### src/rtl/dummy_cu_multi.sv
// Control unit for the dummy coprocessor: pipelined path with an in-flight credit limit, plus
// NUM_ITER iterative units dispatched round-robin and retired in dispatch order.
package dummy_pkg;
  typedef enum logic {
    MODE_PIPE = 1'b0,
    MODE_ITER = 1'b1
  } coproc_ctl_t;

  typedef enum logic [1:0] {
    RES_SEL_COMB = 2'd0,
    RES_SEL_PIPE = 2'd1,
    RES_SEL_ITER = 2'd2
  } res_sel_t;

  typedef enum logic [1:0] {
    ST_RESET = 2'd0,
    ST_IDLE  = 2'd1,
    ST_PIPE  = 2'd2,
    ST_ITER  = 2'd3
  } cu_state_t;
endpackage

module dummy_cu_multi
  import dummy_pkg::*;
#(
  parameter int unsigned NUM_ITER    = 2,
  parameter int unsigned ITER_CYCLES = 4,
  parameter int unsigned PIPE_DEPTH  = 3
) (
  input  logic        clk_i,
  input  logic        rst_ni,
  input  logic        flush_i,
  input  coproc_ctl_t ctl_i,
  output res_sel_t    res_sel_o,
  dummy_cu_multi_if.slave bus
);
  localparam int unsigned PTR_W = (NUM_ITER > 1) ? $clog2(NUM_ITER) : 1;
  localparam int unsigned CNT_W = $clog2(ITER_CYCLES + 1);
  localparam int unsigned CRD_W = $clog2(PIPE_DEPTH + 1);
  localparam logic [PTR_W-1:0] PTR_LAST = PTR_W'(NUM_ITER - 1);
  localparam logic [CNT_W-1:0] ITER_MAX = CNT_W'(ITER_CYCLES);
  localparam logic [CRD_W-1:0] CRD_MAX  = CRD_W'(PIPE_DEPTH);

  cu_state_t           state_r, state_s;
  logic [CNT_W-1:0]    cnt_r [NUM_ITER];
  logic [NUM_ITER-1:0] busy_r, busy_s;
  logic [NUM_ITER-1:0] done_s, start_s, en_s;
  logic [PTR_W-1:0]    disp_ptr_r, disp_ptr_s;
  logic [PTR_W-1:0]    ret_ptr_r, ret_ptr_s;
  logic [CRD_W-1:0]    count_r, count_s;
  logic                accept_s, retire_s;
  logic                ready_s, valid_s, pipe_en_s;
  logic [PTR_W-1:0]    sel_s;
  res_sel_t            res_sel_s;

  function automatic logic [PTR_W-1:0] ptr_inc(input logic [PTR_W-1:0] p);
    return (p == PTR_LAST) ? {PTR_W{1'b0}} : p + PTR_W'(1);
  endfunction

  // A unit holds its result once its counter saturates, until it is retired.
  always_comb begin
    for (int k = 0; k < NUM_ITER; k++) begin
      done_s[k] = busy_r[k] & (cnt_r[k] == ITER_MAX);
    end
    en_s = busy_r & ~done_s;
  end

  // Next-state, bookkeeping and handshake outputs.
  always_comb begin
    state_s    = state_r;
    busy_s     = busy_r;
    disp_ptr_s = disp_ptr_r;
    ret_ptr_s  = ret_ptr_r;
    count_s    = count_r;
    start_s    = {NUM_ITER{1'b0}};
    accept_s   = 1'b0;
    retire_s   = 1'b0;
    ready_s    = 1'b0;
    valid_s    = 1'b0;
    pipe_en_s  = 1'b0;
    sel_s      = {PTR_W{1'b0}};
    res_sel_s  = RES_SEL_COMB;
    case (state_r)
      ST_RESET: begin
        state_s = ST_IDLE;
      end
      ST_IDLE: begin
        if (bus.comb_mode_i) begin
          valid_s = bus.valid_i;
          ready_s = bus.ready_i;
        end else begin
          ready_s = 1'b1;
          if (bus.valid_i) begin
            accept_s = 1'b1;
            if (ctl_i == MODE_PIPE) begin
              pipe_en_s = 1'b1;
              count_s   = CRD_W'(1);
              state_s   = ST_PIPE;
            end else begin
              start_s[disp_ptr_r] = 1'b1;
              busy_s[disp_ptr_r]  = 1'b1;
              disp_ptr_s          = ptr_inc(disp_ptr_r);
              state_s             = ST_ITER;
            end
          end else begin
            accept_s = 1'b0;
          end
        end
      end
      ST_PIPE: begin
        res_sel_s = RES_SEL_PIPE;
        valid_s   = bus.pipe_valid_i;
        pipe_en_s = bus.ready_i | ~bus.pipe_valid_i;
        // A full pipeline may still take a request when its head leaves in the same cycle.
        ready_s   = (ctl_i == MODE_PIPE) & pipe_en_s &
                    ((count_r < CRD_MAX) | (bus.pipe_valid_i & bus.ready_i));
        accept_s  = bus.valid_i & ready_s;
        retire_s  = bus.pipe_valid_i & bus.ready_i & (count_r != {CRD_W{1'b0}});
        count_s   = count_r + CRD_W'(accept_s) - CRD_W'(retire_s);
        if (count_s == {CRD_W{1'b0}}) begin
          state_s = ST_IDLE;
        end else begin
          state_s = ST_PIPE;
        end
      end
      ST_ITER: begin
        res_sel_s = RES_SEL_ITER;
        sel_s     = ret_ptr_r;
        valid_s   = done_s[ret_ptr_r];
        // Dispatch looks at registered busy, so a unit retiring now is not reused until next cycle.
        ready_s   = (ctl_i == MODE_ITER) & ~busy_r[disp_ptr_r];
        accept_s  = bus.valid_i & ready_s;
        retire_s  = done_s[ret_ptr_r] & bus.ready_i;
        if (retire_s) begin
          busy_s[ret_ptr_r] = 1'b0;
          ret_ptr_s         = ptr_inc(ret_ptr_r);
        end else begin
          ret_ptr_s = ret_ptr_r;
        end
        if (accept_s) begin
          start_s[disp_ptr_r] = 1'b1;
          busy_s[disp_ptr_r]  = 1'b1;
          disp_ptr_s          = ptr_inc(disp_ptr_r);
        end else begin
          disp_ptr_s = disp_ptr_r;
        end
        if ((busy_s == {NUM_ITER{1'b0}}) && !accept_s) begin
          state_s = ST_IDLE;
        end else begin
          state_s = ST_ITER;
        end
      end
      default: begin
        state_s = ST_RESET;
      end
    endcase
  end

  // State, pointers, credits and per-unit iteration counters.
  always_ff @(posedge clk_i or negedge rst_ni) begin
    if (!rst_ni) begin
      state_r    <= ST_RESET;
      busy_r     <= {NUM_ITER{1'b0}};
      disp_ptr_r <= {PTR_W{1'b0}};
      ret_ptr_r  <= {PTR_W{1'b0}};
      count_r    <= {CRD_W{1'b0}};
      for (int k = 0; k < NUM_ITER; k++) begin
        cnt_r[k] <= {CNT_W{1'b0}};
      end
    end else if (flush_i) begin
      state_r    <= ST_RESET;
      busy_r     <= {NUM_ITER{1'b0}};
      disp_ptr_r <= {PTR_W{1'b0}};
      ret_ptr_r  <= {PTR_W{1'b0}};
      count_r    <= {CRD_W{1'b0}};
      for (int k = 0; k < NUM_ITER; k++) begin
        cnt_r[k] <= {CNT_W{1'b0}};
      end
    end else begin
      state_r    <= state_s;
      busy_r     <= busy_s;
      disp_ptr_r <= disp_ptr_s;
      ret_ptr_r  <= ret_ptr_s;
      count_r    <= count_s;
      for (int k = 0; k < NUM_ITER; k++) begin
        if (start_s[k]) begin
          cnt_r[k] <= CNT_W'(1);
        end else if (busy_r[k] && !busy_s[k]) begin
          cnt_r[k] <= {CNT_W{1'b0}};
        end else if (busy_r[k] && (cnt_r[k] < ITER_MAX)) begin
          cnt_r[k] <= cnt_r[k] + CNT_W'(1);
        end else begin
          cnt_r[k] <= cnt_r[k];
        end
      end
    end
  end

  assign bus.ready_o      = ready_s;
  assign bus.valid_o      = valid_s;
  assign bus.pipe_en_o    = pipe_en_s;
  assign bus.iter_start_o = start_s;
  assign bus.iter_en_o    = en_s;
  assign bus.iter_sel_o   = sel_s;
  assign res_sel_o        = res_sel_s;
endmodule

### src/rtl/dummy_cu_multi_if.sv
// CPU handshake and datapath control bundle for the multi-unit dummy coprocessor control unit.
// The slave side is the control unit; the master side is the CPU/datapath environment.
interface dummy_cu_multi_if #(
  parameter int unsigned NUM_ITER = 2
);
  localparam int unsigned SEL_W = (NUM_ITER > 1) ? $clog2(NUM_ITER) : 1;

  logic                valid_i;
  logic                ready_o;
  logic                comb_mode_i;
  logic                valid_o;
  logic                ready_i;
  logic                pipe_valid_i;
  logic                pipe_en_o;
  logic [NUM_ITER-1:0] iter_start_o;
  logic [NUM_ITER-1:0] iter_en_o;
  logic [SEL_W-1:0]    iter_sel_o;

  modport slave (
    input  valid_i, comb_mode_i, ready_i, pipe_valid_i,
    output ready_o, valid_o, pipe_en_o, iter_start_o, iter_en_o, iter_sel_o
  );

  modport master (
    output valid_i, comb_mode_i, ready_i, pipe_valid_i,
    input  ready_o, valid_o, pipe_en_o, iter_start_o, iter_en_o, iter_sel_o
  );
endinterface

### src/flat_wrapper.sv
// flat-port wrapper written by rule: the top's interface ports become plain ports
module dummy_cu_multi_flat import dummy_pkg::*;
#(
  parameter int unsigned NUM_ITER    = 2,
  parameter int unsigned ITER_CYCLES = 4,
  parameter int unsigned PIPE_DEPTH  = 3
)
  (clk_i, rst_ni, flush_i, ctl_i, res_sel_o, bus_valid_i, bus_comb_mode_i, bus_ready_i, bus_pipe_valid_i, bus_ready_o, bus_valid_o, bus_pipe_en_o, bus_iter_start_o, bus_iter_en_o, bus_iter_sel_o);
  dummy_cu_multi_if #(.NUM_ITER(NUM_ITER)) bus_i ();
  input  logic clk_i;
  input  logic rst_ni;
  input  logic flush_i;
  input  coproc_ctl_t ctl_i;
  output res_sel_t res_sel_o;
  input wire logic [$bits(bus_i.valid_i)-1:0] bus_valid_i;
  input wire logic [$bits(bus_i.comb_mode_i)-1:0] bus_comb_mode_i;
  input wire logic [$bits(bus_i.ready_i)-1:0] bus_ready_i;
  input wire logic [$bits(bus_i.pipe_valid_i)-1:0] bus_pipe_valid_i;
  output wire logic [$bits(bus_i.ready_o)-1:0] bus_ready_o;
  output wire logic [$bits(bus_i.valid_o)-1:0] bus_valid_o;
  output wire logic [$bits(bus_i.pipe_en_o)-1:0] bus_pipe_en_o;
  output wire logic [$bits(bus_i.iter_start_o)-1:0] bus_iter_start_o;
  output wire logic [$bits(bus_i.iter_en_o)-1:0] bus_iter_en_o;
  output wire logic [$bits(bus_i.iter_sel_o)-1:0] bus_iter_sel_o;
  assign bus_i.valid_i = bus_valid_i;
  assign bus_i.comb_mode_i = bus_comb_mode_i;
  assign bus_i.ready_i = bus_ready_i;
  assign bus_i.pipe_valid_i = bus_pipe_valid_i;
  assign bus_ready_o = bus_i.ready_o;
  assign bus_valid_o = bus_i.valid_o;
  assign bus_pipe_en_o = bus_i.pipe_en_o;
  assign bus_iter_start_o = bus_i.iter_start_o;
  assign bus_iter_en_o = bus_i.iter_en_o;
  assign bus_iter_sel_o = bus_i.iter_sel_o;
  dummy_cu_multi #(.NUM_ITER(NUM_ITER), .ITER_CYCLES(ITER_CYCLES), .PIPE_DEPTH(PIPE_DEPTH)) u_core (.clk_i(clk_i), .rst_ni(rst_ni), .flush_i(flush_i), .ctl_i(ctl_i), .res_sel_o(res_sel_o), .bus(bus_i));
endmodule
### config.mk
export PLATFORM = sky130hd
export DESIGN_NAME = dummy_cu_multi_flat
export DESIGN_NICKNAME = d
export VERILOG_FILES = /design/src/rtl/dummy_cu_multi.sv /design/src/rtl/dummy_cu_multi_if.sv /design/src/flat_wrapper.sv
export SDC_FILE = /design/constraint.sdc
export NUM_CORES = 1
export LEC_CHECK = 0
export CAP_MARGIN = 10
export CORE_MARGIN = 3
export CORE_UTILIZATION = 45
export DETAILED_ROUTE_END_ITERATION = 8
export MAX_ROUTING_LAYER = met4
export PLACE_DENSITY = 0.76
export SYNTH_ARGS = -nofsm -noshare
export SYNTH_HDL_FRONTEND = slang
export SYNTH_SLANG_ARGS = --single-unit
### constraint.sdc
create_clock -name clk_i -period 3.09 [get_ports clk_i]
set_clock_uncertainty 0.15 [all_clocks]
set_input_delay 0.618 -clock clk_i [delete_from_list [all_inputs] [get_ports clk_i]]
set_output_delay 0.618 -clock clk_i [all_outputs]
set_load 0.05 [all_outputs]
==> reports/metrics.yaml, run 1 <==
drive_above_1_share_pct: 9.27
post_cts_buffers: 0
ctsRootBufferMaster: "clkbuf_4"
crit_chain: "clkdlybuf4s50_1 > nor3b_1 > a22oi_1 > nor2b_1 > buf_12"
crit_required_ns: 2.32
synth_top_area_share_pct: 30.5
total_leakage_power_uw: 0.000574
die_area_mm2: 0.00319
p_total_uw: 799
antenna_found_initial: 0
multi_input_area_um2: 712
wl_per_cell_um: 14.8
cpPeakStageDelay_ns: 0.59
cts-htree-levels: 1
setup_violations: 0
path_delay_family: "buffers and inverters"
path_buf_inv: 2
yosysMostFrequentCell: "inv_1"
drt_iter0_markers: 40
remaining_drc_errors: 0
die_h_um: 56.5
synth-seq-area-share_pct: 30.5
cts.sinks: 14
fp-row-count: 17
rsz0062_at_grt: "false"
synth.avg_cell_area_um2: 8.51
initial_core_util_pct: 49.5
holdBufCountCts: 0
core_region_area_mm2: 0.00232
hold_start: "u_core.cnt_r[4]"
regArea_um2: 350
diodes: 0
nFillCells: 196
max_cap_violations: 0
fmax_mhz: 350
max_slew_margin_pct: 57.1
regToRegSetupSlack_ns: 0.85
synth_top_area_cell: "dfrtp_1"
grt_max_degree: 15
die_w_um: 56.5
syn_inst: 135
syn-num-nets: 153
via_per_inst: 5.77
synth_cell_types: 37
path_max_fanout: 6
grt_first_pass_wirelength_mm: 4.67
hold_violations: 0
tritoncts: "done"
io_pins: 18
final_nets: 171
status: "finished, final reports clean"
cts_buffers: 3
finalSetupTns_ns: 0
dr_total_vias: 1033
clk_pin_slew_worst_paths_ns: 0.08
gp_congestion: 0.861
clk_latency_ns: 0.27
ant_nets: 0
crit_path_top_delay_cell: "clkdlybuf4s50_1"
synth_common_cells: "inv_1, a21oi_1, dfrtp_1, nor2_1, ha_1"
min_to: "u_core.cnt_r[4]"
slew_violations: 0
syn-cell-area_mm2: 0.00115
layout_min_cycle_time_ns: 2.86
dr.pass1.iters: 6
p_per_area_mw_per_mm2: 569
cts_resized: 0
whs_path_depth: 2
async_flop_share_pct: 100
finalCritPeriodShare_pct: 92.5
cp.arrival_ns: 2.09
yosysWarningCount: 0
critPathLaunchType: "input port"
numPortBuffers: 17
area_delta_synth_final_pct: 22.2
crit_type: "in2out"
synth_seq_cells: 14
rr_startpoint: "u_core.count_r[1]"
hpwl_mm: 2.06
worst_setup_path_end_kind: "output pin"
worst_slew_pin_slew_ns: 0.642
hp-class: "reg2reg"
grt_usage_pct: 18.7
clk_path_buf_depth: 2
synth_edf_count: 0
drt-total-wl_mm: 2.64
timing.rr.end: "u_core.state_r[1]"
ys_top_cells_by_area: "dfrtp_1, ha_1, a21oi_1"
synth_flop_cell: "dfrtp_1"
grt_overflow: 0
peakVddDrop_mv: 0.386
reg2reg_depth: 8
grt_pass1_vias: 1034
==> final cells by class <==
cell class              count  area share [%]
multi-input cells         101            50.7
clock buffers               3            1.60
repair buffers             18            16.2
flip-flops and latches     14            25.0
inverters                  15            4.01
well taps                  28            2.50
==> worst reg2reg max path: stages, from the launching register on <==
cell      delay [ns]
dfrtp_1         0.43
o211a_1         0.23
ha_1            0.27
inv_1           0.05
ha_1            0.21
xnor2_1         0.21
xnor2_1         0.19
o21ai_0         0.13
a311oi_2        0.28
==> per-layer routing <==
layer | share of wire (%) | vias to the layer above | routed length (um) | global-route usage [%]
met4 | 1.2 | 0 | 31 | 4.41
met2 | 48 | 24 | 1260 | 28.5
met5 | 0 | - | 0 | -
li1 | - | 519 | - | -
met1 | 46 | 486 | 1230 | 24.9
met3 | 4.7 | 4 | 125 | 4.83
==> kinds of logic (layout without fill, tap and decap cells) <==
group / Yosys count / after routing / share of synthesized area [%]
AO/OA/AOI/OAI: 41 / 41 / 25.8
XOR/XNOR: 2 / 2 / 1.53
adder cells (fa/ha/maj): 10 / 10 / 10.9
buffers and inverters: 20 / 36 / 7.52
flip-flops: 14 / 14 / 30.5
multiplexers: 4 / 4 / 3.49
AND/OR/NAND/NOR: 44 / 44 / 20.3
==> layout by cell type (no fill, tap or decap), types with 3 or more instances in the layout <==
cell type	synthesis	routed
inv_1	15	15
a21oi_1	14	14
dfrtp_1	14	14
clkdlybuf4s50_1	0	12
nor2_1	11	11
ha_1	10	10
o21ai_0	9	9
nand2_1	7	7
nand3_1	5	5
nand2b_1	5	5
nor2b_1	5	5
buf_12	0	5
mux2i_1	4	4
nor3_1	4	4
clkbuf_4	0	3
==> worst max path at each step <==
stage                                  from           endpoint  cells after the start
after floorplan           u_core.state_r[0]        bus_ready_o                      4
after global placement          bus_valid_i      bus_pipe_en_o                      5
after detailed placement        bus_ready_i  u_core.state_r[1]                      9
after CTS                 u_core.state_r[0]     bus_iter_sel_o                      3
after global routing            bus_valid_i      bus_pipe_en_o                      5
final                           bus_valid_i      bus_pipe_en_o                      5
==> per-stage QoR <==
step | hold slack [ns] | utilization [%] | std cells | cell area [um2] | worst slack (ns)
floorplan | 0.172 | - | 135 | 1150 | 0.186
global placement | 0.394 | 59.6 | 176 | 1380 | 0.292
finish | 0.421 | 60.6 | 179 | 1400 | 0.231
global route | 0.472 | 60.6 | 179 | 1400 | 0.122
CTS | 0.430 | 60.6 | 179 | 1400 | 0.259
detailed placement | 0.410 | 59.6 | 176 | 1380 | 0.222
==> power breakdown <==
part | switching, uW | leakage (uW) | internal (uW)
registers | 42.6 | 0.000192 | 210
logic | 262 | 0.000368 | 185
clock network | 53.5 | 0.0000138 | 45.1
total | 359 | 0.000574 | 440
==> registers in the layout (all words and copies together) (netlist names) <==
name / flops
u_core.busy_r: 2
u_core.cnt_r: 6
u_core.count_r: 2
u_core.disp_ptr_r: 1
u_core.ret_ptr_r: 1
u_core.state_r: 2
No activity file was read; power rests on OpenSTA's default activity.
==> run 2: changes to the inputs <==
--- a/config.mk
+++ b/config.mk
@@ -7,10 +7,10 @@
 export LEC_CHECK = 0
 export CAP_MARGIN = 10
 export CORE_MARGIN = 3
-export CORE_UTILIZATION = 45
+export CORE_UTILIZATION = 40
 export DETAILED_ROUTE_END_ITERATION = 8
 export MAX_ROUTING_LAYER = met4
-export PLACE_DENSITY = 0.76
+export PLACE_DENSITY = 0.69
 export SYNTH_ARGS = -nofsm -noshare
 export SYNTH_HDL_FRONTEND = slang
 export SYNTH_SLANG_ARGS = --single-unit
==> run 2 against run 1 <==
  * Final cell count increased by 2.2%
  * Non-clock buffer count rose by 1
  * Worst setup slack better by 0.016 ns
  * First-iteration DRC count increased by 10%
  * Design area up 1.7%
  * Clock power is 39% higher
  * Critical path type is now reg2out
  * Critical path depth shrank 2
  * Sequential share of layout area decreased by 0.42 points
  * Fmax up 0.55%
  * Core utilization fell by 5.9 points
==> reports/metrics.yaml, run 2 (synthesis gave the netlist of run 1 again) <==
drt_iter0_markers: 44  # +10%
hpwl_mm: 2.16  # +4.8%
dr.pass1.iters: 4  # -2
hold_violations: 0  # unchanged
io_pins: 18  # unchanged
grt_usage_pct: 18.4  # -0.36 points
dr_total_vias: 1066  # +3.2%
tritoncts: "done"
setup_violations: 0  # unchanged
die_w_um: 59.6  # +5.4%
clk_path_buf_depth: 2  # unchanged
initial_core_util_pct: 44.0  # -5.6 points
top_register: "u_core.cnt_r"
gp_congestion: 0.863  # +0.16%
final_nets: 172  # +0.58%
cp.arrival_ns: 2.08  # about the same
antenna_found_initial: 0  # unchanged
cts.sinks: 14  # unchanged
status: "finished, final reports clean"
core_region_area_mm2: 0.00261  # +13%
largest_register_ffs: 6  # unchanged
critPathLaunchType: "flip-flop"
final_common_cell: "inv_1"
nFillCells: 235  # +20%
intPower_uw: 467  # +5.9%
cts_resized: 0  # unchanged
via_per_inst: 5.83  # +0.94%
wl_per_cell_um: 15.3  # +3.4%
post_cts_buffers: 0  # unchanged
finalCritPeriodShare_pct: 92.0  # -0.50 points
place_ws_ns: 0.106  # -0.116 ns
drive_above_1_share_pct: 10.5  # +1.2 points
layout_min_cycle_time_ns: 2.84  # -0.0155 ns
finalSetupTns_ns: 0  # unchanged
pwr-share-seq_pct: 30.3  # -1.4 points
rsz0062_at_grt: "false"
area_delta_synth_final_pct: 24.3
remaining_drc_errors: 0  # unchanged
crit_required_ns: 2.32  # about the same
ctsRootBufferMaster: "clkbuf_4"
final_cell_mix: "inv_1, a21oi_1, dfrtp_1, clkdlybuf4s50_1, nor2_1"
worst_setup_path_end_kind: "output pin"
p_comb_share_pct: 53.4  # -2.6 points
max_slew_margin_pct: 55.1  # -2.0 points
die_h_um: 59.6  # +5.4%
max_cap_violations: 0  # unchanged
clk_pin_slew_worst_paths_ns: 0.09  # about the same
cts-htree-levels: 1  # unchanged
diodes: 0  # unchanged
p_per_area_mw_per_mm2: 590  # +3.6%
grt_max_degree: 16  # +1
crit_type: "reg2out"
numPortBuffers: 17  # unchanged
die_area_mm2: 0.00355  # +11%
power_frac_clock_pct: 16.3  # +4.0 points
fmax_mhz: 352  # +0.55%
switching_power_uw: 375  # +4.6%
final_area_mm2: 0.00143  # +1.7%
drt-total-wl_mm: 2.79  # +5.8%
final_util_pct: 54.6  # -5.9 points
clk_latency_ns: 0.29  # +0.02 ns
peakVddDrop_mv: 0.503  # +30%
place_area_mm2: 0.00139  # +0.72%
holdBufCountCts: 0  # unchanged
fp-row-count: 18  # +1
cts_buffers: 3  # unchanged
slew_violations: 0  # unchanged
switching_share_pct: 44.6  # -0.32 points
total_leakage_power_uw: 0.000587  # +2.2%
grt_overflow: 0  # unchanged
fin_ws_ns: 0.247  # +0.0155 ns
ant_nets: 0  # unchanged
grt_first_pass_wirelength_mm: 4.78  # +2.4%
hp-class: "reg2reg"
path_max_fanout: 8  # +2
grt_pass1_vias: 1028  # -0.58%
worst_slew_pin_slew_ns: 0.671  # +0.0295 ns
-- run 2: cell count changes in the layout (fill, tap and decap cells not counted), sizes merged --
| cell | previous run | this run |
|---|---|---|
| buf | 6 | 7 |
| clkbuf | 3 | 4 |
-- run 2: routing by layer --
| layer | up-vias | track usage [%] | routed length [um] |
|---|---|---|---|
| met5 | - | - | 0 |
| met1 | 514 | 24.8 | 1290 |
| li1 | 519 | - | - |
| met4 | 0 | 4.11 | 21 |
| met3 | 4 | 4.79 | 147 |
| met2 | 29 | 27.6 | 1330 |
-- run 2: critical path, cell delays in order (launching register included) --
cell and delay [ns]:
dfrtp_1 0.45, inv_1 0.14, ha_1 0.33, clkdlybuf4s50_1 0.86
-- run 2: path summary, 6_finish.rpt --
check,from,end,slack (ns),cells past startpoint
worst max register to register,u_core.count_r[1],u_core.state_r[1],0.87,8
worst max-delay path,u_core.state_r[0],res_sel_o[0],0.25,3
worst min-delay path,u_core.cnt_r[4],u_core.cnt_r[4],0.43,2
worst min register to register,u_core.cnt_r[4],u_core.cnt_r[4],0.43,2
max in group asynchronous,rst_ni,u_core.busy_r[1],1.78,1
min in group asynchronous,rst_ni,u_core.cnt_r[4],0.58,1
-- run 2: per-stage QoR --
step | cells | hold WS, ns | total power, uW
2_1_floorplan | 135 | 0.172 | 557
3_3_place_gp | 179 | 0.392 | 699
3_5_place_dp | 179 | 0.412 | 706
4_1_cts | 183 | 0.433 | 846
5_1_grt | 183 | 0.464 | 902
6_report | 183 | 0.426 | 842
-- run 2: power groups by stage --
stage          Clock (uW)  Sequential [uW]  Combinational (uW)
5_1_grt               152              259                 491
4_1_cts               142              253                 451
3_5_place_dp            0              256                 449
3_3_place_gp            0              256                 442
2_1_floorplan           0              242                 315
6_report              137              255                 450
-- run 2: cell type report --
type | instances | area [um2] | area share, %
Tap cell | 30 | 37.5 | 2.63
Sequential cell | 14 | 350 | 24.5
Timing Repair Buffer | 19 | 235 | 16.5
Clock buffer | 4 | 36.3 | 2.54
Multi-Input combinational cell | 101 | 712 | 49.9
Inverter | 15 | 56.3 | 3.94
